## src/rtl/td4_execute_if.sv

```systemverilog
// Fetch/execute link of the TD4 core: instruction forward, jump request back.
// Purely combinational wires; no latency of its own.
// No backpressure: fetch presents one instruction every clk.
interface td4_execute_if #(
  parameter int W = 4
);
  logic [2*W-1:0] inst;
  logic           isjump;
  logic [W-1:0]   jumpadrs;

  // Fetch drives the instruction and consumes the jump request.
  modport master (output inst, input isjump, jumpadrs);
  // Execute consumes the instruction and drives the jump request.
  modport slave  (input inst, output isjump, jumpadrs);
endinterface

```

## src/rtl/td4_execute.sv

```systemverilog
// Execute stage of the TD4 core: A, B, OUT and carry state plus jump decode.
// State updates one clk after the instruction; jump request is combinational.
// No backpressure: one instruction is retired every clk.
module td4_execute #(
  parameter int           W       = 4,
  parameter logic [W-1:0] OUT_RST = '0
) (
  input  logic          clk,
  input  logic          rst,
  td4_execute_if.slave  fetch,
  input  logic [W-1:0]  in_port,
  output logic [W-1:0]  out_port,
  output logic [W-1:0]  reg_a,
  output logic [W-1:0]  reg_b,
  output logic          carry
);

  localparam logic [W-1:0] OP_ADD_A  = W'(4'b0000);
  localparam logic [W-1:0] OP_MOV_AB = W'(4'b0001);
  localparam logic [W-1:0] OP_IN_A   = W'(4'b0010);
  localparam logic [W-1:0] OP_MOV_AI = W'(4'b0011);
  localparam logic [W-1:0] OP_MOV_BA = W'(4'b0100);
  localparam logic [W-1:0] OP_ADD_B  = W'(4'b0101);
  localparam logic [W-1:0] OP_IN_B   = W'(4'b0110);
  localparam logic [W-1:0] OP_MOV_BI = W'(4'b0111);
  localparam logic [W-1:0] OP_OUT_B  = W'(4'b1001);
  localparam logic [W-1:0] OP_OUT_I  = W'(4'b1011);
  localparam logic [W-1:0] OP_JNC    = W'(4'b1110);
  localparam logic [W-1:0] OP_JMP    = W'(4'b1111);

  logic [W-1:0] op;
  logic [W-1:0] imm;
  logic [W:0]   sum_a;
  logic [W:0]   sum_b;
  logic [W-1:0] a_nxt;
  logic [W-1:0] b_nxt;
  logic [W-1:0] out_nxt;
  logic         c_nxt;

  assign op    = fetch.inst[2*W-1:W];
  assign imm   = fetch.inst[W-1:0];
  assign sum_a = {1'b0, reg_a} + {1'b0, imm};
  assign sum_b = {1'b0, reg_b} + {1'b0, imm};

  // Jump request: JNC looks at the carry left by the previous instruction.
  always_comb begin
    fetch.isjump   = 1'b0;
    fetch.jumpadrs = imm;
    if (!rst) begin
      fetch.isjump = (op == OP_JMP) || ((op == OP_JNC) && !carry);
    end
  end

  // Next architectural state; carry is cleared by everything except ADD.
  always_comb begin
    a_nxt   = reg_a;
    b_nxt   = reg_b;
    out_nxt = out_port;
    c_nxt   = 1'b0;
    case (op)
      OP_ADD_A:  {c_nxt, a_nxt} = sum_a;
      OP_ADD_B:  {c_nxt, b_nxt} = sum_b;
      OP_MOV_AI: a_nxt = imm;
      OP_MOV_BI: b_nxt = imm;
      OP_MOV_AB: a_nxt = reg_b;
      OP_MOV_BA: b_nxt = reg_a;
      OP_IN_A:   a_nxt = in_port;
      OP_IN_B:   b_nxt = in_port;
      OP_OUT_B:  out_nxt = reg_b;
      OP_OUT_I:  out_nxt = imm;
      default:   ;
    endcase
  end

  // State register; reset overrides whatever instruction is present.
  always_ff @(posedge clk) begin
    if (rst) begin
      reg_a    <= '0;
      reg_b    <= '0;
      out_port <= OUT_RST;
      carry    <= 1'b0;
    end else begin
      reg_a    <= a_nxt;
      reg_b    <= b_nxt;
      out_port <= out_nxt;
      carry    <= c_nxt;
    end
  end

endmodule
```

## src/flat_wrapper.sv

```systemverilog
// flat-port wrapper written by rule: the top's interface ports become plain ports
module td4_execute_flat 
#(
  parameter int           W       = 4,
  parameter logic [W-1:0] OUT_RST = '0
)
  (clk, rst, in_port, out_port, reg_a, reg_b, carry, fetch_inst, fetch_isjump, fetch_jumpadrs);
  td4_execute_if #(.W(W)) fetch_i ();
  input  logic clk;
  input  logic rst;
  input  logic [W-1:0] in_port;
  output logic [W-1:0] out_port;
  output logic [W-1:0] reg_a;
  output logic [W-1:0] reg_b;
  output logic carry;
  input wire logic [$bits(fetch_i.inst)-1:0] fetch_inst;
  output wire logic [$bits(fetch_i.isjump)-1:0] fetch_isjump;
  output wire logic [$bits(fetch_i.jumpadrs)-1:0] fetch_jumpadrs;
  assign fetch_i.inst = fetch_inst;
  assign fetch_isjump = fetch_i.isjump;
  assign fetch_jumpadrs = fetch_i.jumpadrs;
  td4_execute #(.W(W), .OUT_RST(OUT_RST)) u_core (.clk(clk), .rst(rst), .fetch(fetch_i), .in_port(in_port), .out_port(out_port), .reg_a(reg_a), .reg_b(reg_b), .carry(carry));
endmodule
```

## config.mk

```make
export PLATFORM = sky130hd
export DESIGN_NAME = td4_execute_flat
export DESIGN_NICKNAME = d
export VERILOG_FILES = /design/src/rtl/td4_execute_if.sv /design/src/rtl/td4_execute.sv /design/src/flat_wrapper.sv
export SDC_FILE = /design/constraint.sdc
export NUM_CORES = 1
export LEC_CHECK = 0
export ABC_AREA = 1
export ABC_CLOCK_PERIOD_IN_PS = 1800
export BUFFER_PORTS_ARGS = -buffer_cell sky130_fd_sc_hd__buf_2
export CAP_MARGIN = 30
export CORE_ASPECT_RATIO = 2
export CORE_UTILIZATION = 35
export CTS_BUF_LIST = sky130_fd_sc_hd__clkbuf_4 sky130_fd_sc_hd__clkbuf_8
export DETAILED_ROUTE_END_ITERATION = 10
export PLACE_DENSITY = 0.7
export RECOVER_POWER = 25
export SLEW_MARGIN = 15
export SYNTH_ARGS = -nofsm -noshare
export SYNTH_HDL_FRONTEND = slang
export SYNTH_SLANG_ARGS = --single-unit
```

## constraint.sdc

```tcl
create_clock -name clk -period 1.8 [get_ports clk]
set_clock_uncertainty 0.1 [all_clocks]
set_input_delay 0.27 -clock clk [delete_from_list [all_inputs] [get_ports clk]]
set_output_delay 0.27 -clock clk [all_outputs]
set_load 0.01 [all_outputs]
```

==> out/results.ini, run 1 <==
[floorplan]
start_util=0.3681
fp-row-count=28
die_w_um=41.57
top_level_ports=32
die_area_sq_mm=0.003373
core_area_sq_mm=0.002978
fp.dieH_um=81.14

[cts]
clk_pin_slew_ns=0.07
cts_tree=done
ctsResizeCount=0
root_buffer=clkbuf_8
cts_inserted_buffers=3
cts_hold_buf=0
clock-sinks=13
cts_max_path_buffers=2
h-tree-depth=1
clk_latency_ns=0.25
post_cts_buffers=0

[cells_and_area]
fillers=343
syn_to_final_growth_pct=18.49
multiInputGateArea_sq_um=700.7
fin_nets=227
area.sequential_sq_um=260.3
drive_above_1_share=0.2277
postLayoutCoreUtil=0.4361
insertedDiodeCount=0
design_area_sq_mm=0.001299

[pwr]
share_seq_of_total_power=0.393
p_comb_frac=0.238
ir_drop_mv=0.3310
power_density_mw_per_mm2=619.0
leakage_nw=0.6622
intPower_mw=0.5471
switching_share=0.3194
clkPwrFrac=0.369
p_switching_mw=0.2568

[critical_path]
critPathSlowestCell=fa_1
cp_max_fo=4
critPathKind=reg2reg
crit_required_ns=1.89
reg2reg_from=u_core.reg_b[0]$_SDFFE_PP0P_
crit_path_cell_trace=ha_1, inv_1, fa_1, inv_1, a21oi_1, nor2_1, o21ai_0, a21oi_1
max_stage_delay_ns=0.39
worstSetupEndpointType=register
arrival_ns=1.71
reg2reg_to=u_core.carry$_SDFF_PP0_
cp-start-kind=register
r2r_cells=8
r2r_slack_ns=0.18

[synth]
synth_cells=172
synth_common_cells=nand2_1 (38), inv_1 (21), nor2_1 (21)
synth.distinct_cells=22
synth_area_sq_mm=0.001096
avgSynthCellArea_sq_um=6.372
ys.flop_type=dfxtp_1
yosys_warnings=0
synth_edf_count=0
async_flop_share=0
yosysMostFrequentCell=nand2_1
ys_seq_elements=13
yosysTopAreaCell=dfxtp_1
synth_area_leaders=dfxtp_1 (24%), nand2_1 (13%), ha_1 (9.1%), nand3_1 (9.1%), inv_1 (7.2%)
synth-seq-area-share=0.2374
yosysTopAreaCellShare=0.2374
syn-num-nets=196

[timing]
timing.hold.ws_ns=0.2310
min_period_ns=1.621
post-route-period-util=0.9006
fmax_mhz=616.8
hold_viol_final=0
fin_setup_tns_ns=0
grt_setup_unrepaired=false
drv_slew=0
setup_viol=0
worstMarginPinSlew_ns=0.4078
relSlewSlack=0.7281
layout_setup_ws_ns=0.1789

[placed_design]
io_buffers=31
hpwl_mm=2.394
pre_cts_slack_ns=0.1067
place_area_sq_mm=0.001255
place_congestion=0.8872

[global_routing]
grt_overflow=0
grt_pass1_wl_mm=4.774
grt_max_degree=14
antenna_found_initial=0
met1_usage=0.1696
first_global_vias=1123
grtUsageTotal=0.1857
grtUsageMet3=0.02889
top_usage_layer=met2
grt_use_met2=0.3781

[min_path]
min_to=u_core.out_port[2]$_SDFFE_PP0P_
hold_class=in2reg
hold_depth=4
min_from=rst

[detailed_routing]
initialDrtViolationCount=24
ant_nets=0
num_vias=1144
drc=0
wl_per_cell_um=12.53
firstDrtPassIters=3
wirelength_mm=2.907
viasPerCell=4.931

[run_status]
status=completed

[flow_run]
cap_violations=0

## power by group through the flow
stage	Sequential (mW)	Combinational [mW]	Clock, mW
final	0.316	0.191	0.297
after global routing	0.319	0.216	0.312
after CTS	0.316	0.194	0.296
after detailed placement	0.322	0.193	0
after global placement	0.322	0.193	0
after floorplan	0.328	0.119	0
## worst max-delay path by stage
| stage | from | to | depth (start not counted) |
|---|---|---|---|
| 2_1_floorplan | u_core.reg_b[0]$_SDFFE_PP0P_ | u_core.reg_b[2]$_SDFFE_PP0P_ | 7 |
| 4_1_cts | u_core.reg_b[0]$_SDFFE_PP0P_ | u_core.reg_b[2]$_SDFFE_PP0P_ | 7 |
| 3_5_place_dp | fetch_inst[0] | u_core.carry$_SDFF_PP0_ | 7 |
| 5_1_grt | u_core.reg_b[0]$_SDFFE_PP0P_ | u_core.carry$_SDFF_PP0_ | 8 |
| 6_report | u_core.reg_b[0]$_SDFFE_PP0P_ | u_core.carry$_SDFF_PP0_ | 8 |
| 3_3_place_gp | fetch_inst[0] | u_core.carry$_SDFF_PP0_ | 7 |
## state kept, by name, summed over array words and instances, names as in the netlist
signal / cells
u_core.out_port: 4
u_core.reg_a: 4
u_core.reg_b: 4
u_core.carry: 1
## area by class of cell
type	count	area share
flip-flops and latches	13	0.2004
inverters	25	0.07225
well taps	30	0.02890
repair buffers	32	0.1214
multi-input cells	128	0.5395
clock buffers	4	0.03757
## per-stage QoR
stage,cells,power (mW)
3_3_place_gp,228,0.5147
3_5_place_dp,228,0.5156
2_1_floorplan,172,0.4461
5_1_grt,232,0.8463
4_1_cts,232,0.8061
6_report,232,0.8039
## routing by layer
| metal | vias up | routed length [um] |
|---|---|---|
| li1 | 605 | - |
| met1 | 514 | 1058 |
| met2 | 18 | 1714 |
| met3 | 7 | 66 |
| met4 | 0 | 68 |
| met5 | - | 0 |
## critical path: cells and delay by family, from the launching register on
| kind | cells | cell delay (ns) |
|---|---|---|
| simple gates | 1 | 0.08 |
| fa+ha+maj | 2 | 0.59 |
| buf+inv | 2 | 0.13 |
| flops | 1 | 0.38 |
| compound gates | 3 | 0.27 |
## cells in the final DEF, fill, tap and decap left out, drive strengths merged
cell type  count
o21ai         10
nor2          28
xnor2          1
a21oi         12
nand2         40
dfxtp         13
o21a           3
nand3         21
fa             2
o22ai          1
buf           28
clkbuf         8
inv           25
xor2           1
ha             8
nand4          1
## logic make-up after synthesis
| group | Yosys count | synth area share |
|---|---|---|
| and+or+nand+nor | 90 | 0.3687 |
| buffers and inverters | 31 | 0.1233 |
| AOI/OAI and AO/OA | 26 | 0.1267 |
| DFF | 13 | 0.2374 |
| adders and majority gates | 10 | 0.1279 |
| xor gates and xnor gates | 2 | 0.01598 |
(Power assumes the default switching activity.)
==> inputs of run 2 (changes only) <==
CTS_BUF_LIST = not set   (was sky130_fd_sc_hd__clkbuf_4 sky130_fd_sc_hd__clkbuf_8)
==> run 2 against run 1 <==
Compared with the run above: die area unchanged; first-iteration DRC count down 42%; cell count unchanged; critical path type unchanged; combinational power about the same; worst setup slack better by 0.0090 ns; fmax up 0.56%; critical path depth unchanged; power down 2.0%; utilization down 0.13 points; wire length up 0.93%; sequential power about the same.
==> out/results.ini, run 2 (synthesis results as in run 1) <==
[cells_and_area]
fin_nets=227
insertedDiodeCount=0
largestRegisters=u_core.out_port: 4 flops, u_core.reg_a: 4 flops, u_core.reg_b: 4 flops
syn_to_final_growth_pct=18.15
postLayoutCoreUtil=0.4349
final_cells=232
drive_above_1_share=0.2228
fillers=342
final_common_cell=nand2_1
layout_common_cells=nand2_1 (38), buf_2 (27), inv_1 (21), nor2_1 (21), nand3_1 (20)

[run_status]
status=completed

[timing]
post-route-period-util=0.8956
setup_viol=0
min_period_ns=1.612
hold_viol_final=0
drv_slew=0
timing.hold.ws_ns=0.2315
fin_setup_tns_ns=0
worstMarginPinSlew_ns=0.4119
fmax_mhz=620.3
grt_setup_unrepaired=false
relSlewSlack=0.7254

[cts]
root_buffer=clkbuf_8
clk_pin_slew_ns=0.07
cts_inserted_buffers=3
clk_latency_ns=0.25
post_cts_buffers=0
h-tree-depth=1
ctsResizeCount=0
cts_max_path_buffers=2
clock-sinks=13
cts_hold_buf=0
cts_tree=done

[flow_run]
cap_violations=0

[floorplan]
die_area_sq_mm=0.003373
top_level_ports=32
core_area_sq_mm=0.002978
start_util=0.3681
die_w_um=41.57
fp-row-count=28
fp.dieH_um=81.14

[pwr]
share_seq_of_total_power=0.401
intPower_mw=0.5320
leakage_nw=0.6587
switching_share=0.3245
ir_drop_mv=0.3312
clkPwrFrac=0.356
p_switching_mw=0.2555
power_density_mw_per_mm2=608.2
p_comb_frac=0.243

[detailed_routing]
firstDrtPassIters=4
initialDrtViolationCount=14
wl_per_cell_um=12.65
drc=0
viasPerCell=4.948
num_vias=1148
ant_nets=0
wirelength_mm=2.934

[critical_path]
r2r_slack_ns=0.19
crit_required_ns=1.89
crit_buf_inv=2
crit_path_cell_trace=ha_1, inv_1, fa_1, inv_1, a21oi_1, nor2_1, o21ai_0, a21oi_1
reg2reg_from=u_core.reg_b[0]$_SDFFE_PP0P_
cp-start-kind=register
critPathKind=reg2reg
r2r_cells=8
cp_top_family=adder cells
reg2reg_to=u_core.carry$_SDFF_PP0_
max_stage_delay_ns=0.39
arrival_ns=1.70
worstSetupEndpointType=register
cp_max_fo=4
critPathSlowestCell=fa_1

[placed_design]
dp_cells=228
io_buffers=31
place_congestion=0.8872
hpwl_mm=2.394

[global_routing]
grt_overflow=0
grt_max_degree=14
grtUsageTotal=0.1907
grt_pass1_wl_mm=4.781
first_global_vias=1118
antenna_found_initial=0

[min_path]
min_from=rst
min_to=u_core.out_port[2]$_SDFFE_PP0P_
hold_class=in2reg
hold_depth=4

run 2: changes by cell type in the layout (fill, tap and decap cells not counted):
cell and change:
clkbuf_1 +1, clkbuf_4 -1
run 2: power groups by stage:
| stage | registers, mW | clock network (mW) | logic, mW |
|---|---|---|---|
| global route | 0.319 | 0.299 | 0.216 |
| global placement | 0.322 | 0 | 0.193 |
| finish | 0.316 | 0.281 | 0.191 |
| floorplan | 0.328 | 0 | 0.119 |
| CTS | 0.316 | 0.282 | 0.194 |
| detailed placement | 0.322 | 0 | 0.193 |
run 2: final cells by class:
class	instances	area, sq um	area share
multi-input cells	128	700.7	0.5411
flip-flops and latches	13	260.3	0.2010
repair buffers	32	157.7	0.1217
inverters	25	93.84	0.07246
clock buffers	4	45.04	0.03478
well taps	30	37.54	0.02899
run 2: through the flow:
| step | area, sq um | setup slack (ns) | power [mW] |
|---|---|---|---|
| 2_1_floorplan | 1096 | 0.2473 | 0.4461 |
| 3_3_place_gp | 1255 | 0.1250 | 0.5147 |
| 3_5_place_dp | 1255 | 0.1067 | 0.5156 |
| 4_1_cts | 1300 | 0.1813 | 0.7919 |
| 5_1_grt | 1295 | 0.03831 | 0.8337 |
| 6_report | 1295 | 0.1879 | 0.7876 |
run 2: worst max-delay path by stage:
stage,startpoint,endpoint,slack (ns),cells after the start
CTS,u_core.reg_b[0]$_SDFFE_PP0P_,u_core.reg_b[2]$_SDFFE_PP0P_,0.18,7
global placement,fetch_inst[0],u_core.carry$_SDFF_PP0_,0.13,7
detailed placement,fetch_inst[0],u_core.carry$_SDFF_PP0_,0.11,7
floorplan,u_core.reg_b[0]$_SDFFE_PP0P_,u_core.reg_b[2]$_SDFFE_PP0P_,0.25,7
finish,u_core.reg_b[0]$_SDFFE_PP0P_,u_core.carry$_SDFF_PP0_,0.19,8
global route,u_core.reg_b[0]$_SDFFE_PP0P_,u_core.carry$_SDFF_PP0_,0.04,8
run 2: worst register-to-register path, cell delays in order, from the launching register on:
cell and delay, ns:
dfxtp_1 0.38, ha_1 0.19, inv_1 0.06, fa_1 0.39, inv_1 0.07, a21oi_1 0.06, nor2_1 0.08, o21ai_0 0.09
a21oi_1 0.12
run 2: per-layer routing:
| metal | up-vias | wire [um] | global-route usage |
|---|---|---|---|
| li1 | 607 | - | - |
| met2 | 20 | 1705 | 0.3750 |
| met5 | - | 0 | 0 |
| met4 | 0 | 78 | 0.1226 |
| met3 | 6 | 69 | 0.03778 |
| met1 | 515 | 1081 | 0.1682 |
==> inputs of run 3 (changes only) <==
--- a/config.mk
+++ b/config.mk
@@ -6,5 +6,4 @@
 export NUM_CORES = 1
 export LEC_CHECK = 0
-export ABC_AREA = 1
 export ABC_CLOCK_PERIOD_IN_PS = 1800
 export BUFFER_PORTS_ARGS = -buffer_cell sky130_fd_sc_hd__buf_2
@@ -13,5 +12,5 @@
 export CORE_UTILIZATION = 35
 export DETAILED_ROUTE_END_ITERATION = 10
-export PLACE_DENSITY = 0.7
+export PLACE_DENSITY = 0.71
 export RECOVER_POWER = 25
 export SLEW_MARGIN = 15
==> constraint.sdc (replaced) <==
create_clock -name clk -period 1.8 [get_ports clk]
set_clock_uncertainty 0.1 [all_clocks]
set_input_delay 0.54 -clock clk [delete_from_list [all_inputs] [get_ports clk]]
set_output_delay 0.54 -clock clk [all_outputs]
set_load 0.01 [all_outputs]
==> run 3 against run 2 <==
Compared with the run above: the flow now finishes with violations (setup timing); power grew 9.5%; sequential power is essentially flat; first-iteration DRC count grew 120%; die area shrank 8.4%; largest power group unchanged.
==> out/results.ini, run 3 <==
[critical_path]
crit_cells=7
cp_max_fo=4
cp-start-kind=input pin
worstSetupEndpointType=register
critPathKind=in2reg
r2r_slack_ns=0
crit_path_cell_trace=buf_2, inv_1, fa_2, xnor2_1, mux4_2, nand2_2, a21oi_2
max_stage_delay_ns=0.46
arrival_ns=1.86
critPathSlowestCell=mux4_2
cp_top_family=multiplexers
crit_path_start=fetch_inst[1]
crit_buf_inv=2
reg2reg_from=u_core.reg_b[0]$_SDFFE_PP0P_
reg2reg_to=u_core.reg_b[2]$_SDFFE_PP0P_
crit_end=u_core.reg_b[2]$_SDFFE_PP0P_
r2r_cells=7
crit_required_ns=1.84

[flow_run]
cap_violations=0

[cells_and_area]
largestRegisters=u_core.out_port: 4 flops, u_core.reg_a: 4 flops, u_core.reg_b: 4 flops
insertedDiodeCount=0
postLayoutCoreUtil=0.5034
syn_to_final_growth_pct=37.62
fillers=274
final_cells=195
multiInputGateArea_sq_um=701.9
drive_above_1_share=0.3795
final_common_cell=buf_2
design_area_sq_mm=0.001378
area.sequential_sq_um=261.5
layout_common_cells=buf_2 (23), buf_4 (21), nor2_1 (15), dfxtp_1 (12)
fin_nets=191

[detailed_routing]
drc=0
num_vias=1068
viasPerCell=5.477
ant_nets=0
wl_per_cell_um=15.70
wirelength_mm=3.061
firstDrtPassIters=4
initialDrtViolationCount=31

[synth]
synth_common_cells=nor2_1 (15), dfxtp_1 (13), nand2_1 (9)
synth_area_leaders=dfxtp_1 (26%), ha_1 (10%), mux2i_1 (7.0%), nor2_1 (5.6%), buf_4 (4.5%)
avgSynthCellArea_sq_um=8.555
synth-seq-area-share=0.2600
yosysTopAreaCellShare=0.2600
yosys_warnings=0
synth_edf_count=0
ys_seq_elements=13
async_flop_share=0
ys.flop_type=dfxtp_1
syn-num-nets=141
yosysTopAreaCell=dfxtp_1
synth.distinct_cells=33
synth_cells=117
synth_area_sq_mm=0.001001
yosysMostFrequentCell=nor2_1

[timing]
grt_setup_unrepaired=true
layout_setup_ws_ns=-0.02183
fin_setup_tns_ns=-0.02183
hold_viol_final=0
drv_slew=0
relSlewSlack=0.7618
timing.hold.ws_ns=0.4003
post-route-period-util=1.012
min_period_ns=1.822
worstMarginPinSlew_ns=0.3565
setup_viol=1
fmax_mhz=548.9

[global_routing]
grt_overflow=0
grtUsageTotal=0.2252
first_global_vias=1173
grt_max_degree=15
antenna_found_initial=0
grt_pass1_wl_mm=4.954

[run_status]
violations=setup timing
status=complete, but fails checks

[placed_design]
pre_cts_slack_ns=-0.3407
place_area_sq_mm=0.001308
place_congestion=1.003
dp_cells=190
hpwl_mm=2.428
io_buffers=31

[floorplan]
die_w_um=39.82
core_area_sq_mm=0.002736
fp-row-count=27
die_area_sq_mm=0.003091
start_util=0.3658
fp.dieH_um=77.63
top_level_ports=32

[cts]
cts_tree=done
cts_hold_buf=0
root_buffer=clkbuf_8
clk_latency_ns=0.25
cts_inserted_buffers=3
cts_max_path_buffers=2
h-tree-depth=1
clock-sinks=13
clk_pin_slew_ns=0.06

[pwr]
power_density_mw_per_mm2=626.0
ir_drop_mv=0.3489
leakage_nw=0.6409
fin_total_pwr_mw=0.8624

[min_path]
hold_class=reg2reg

-- run 3: final cells by class --
type	instances	share of cell area
sequential	13	0.1898
clock buffer	4	0.03270
tap	29	0.02634
timing repair buffer	53	0.2307
inverter	4	0.01090
multi-input combinational	92	0.5095
-- run 3: worst min-delay path by stage --
stage                                     from  slack (ns)                              end  depth (start not counted)
2_1_floorplan     u_core.reg_b[2]$_SDFFE_PP0P_        0.41     u_core.reg_b[2]$_SDFFE_PP0P_                          2
3_3_place_gp   u_core.out_port[3]$_SDFFE_PP0P_        0.39  u_core.out_port[3]$_SDFFE_PP0P_                          2
3_5_place_dp   u_core.out_port[2]$_SDFFE_PP0P_        0.39  u_core.out_port[2]$_SDFFE_PP0P_                          2
4_1_cts        u_core.out_port[2]$_SDFFE_PP0P_        0.40  u_core.out_port[2]$_SDFFE_PP0P_                          2
5_1_grt        u_core.out_port[2]$_SDFFE_PP0P_        0.43  u_core.out_port[2]$_SDFFE_PP0P_                          2
6_report       u_core.out_port[2]$_SDFFE_PP0P_        0.40  u_core.out_port[2]$_SDFFE_PP0P_                          2
-- run 3: timing repair --
action | CTS | global route
pin swaps | 3 | 0
setup buffers | 1 | 0
resized for setup | 4 | 5
setup endpoints to repair | 2 | 3
-- run 3: where the power goes --
| group | total [mW] | switching [mW] | internal (mW) |
|---|---|---|---|
| Sequential | 0.318 | 0.0135 | 0.305 |
| Clock | 0.274 | 0.117 | 0.157 |
| Combinational | 0.271 | 0.138 | 0.132 |
| Total | 0.862 | 0.268 | 0.594 |
-- run 3: kinds of logic (layout without fill, tap and decap cells) --
logic type	Yosys count	after routing	synth area share
compound gates	28	28	0.1862
xor+xnor	3	3	0.02625
fa+ha+maj	10	10	0.1400
buf+inv	12	61	0.07499
flops	13	13	0.2600
mux	9	9	0.1150
simple gates	42	42	0.1975
-- run 3: worst reg2reg max path: stages, from the launching register on --
cell,delay (ns)
dfxtp_2,0.35
ha_4,0.14
inv_2,0.03
fa_2,0.35
xnor2_1,0.14
mux4_2,0.46
nand2_2,0.08
a21oi_2,0.04
-- run 3: per-layer routing --
layer  up-vias  global-route usage  share of wire
met5         -                   0              0
met4         0              0.1345          0.057
met3        14             0.03714          0.044
met2        42              0.3951           0.53
met1       497              0.2224           0.37
li1        515                   -              -
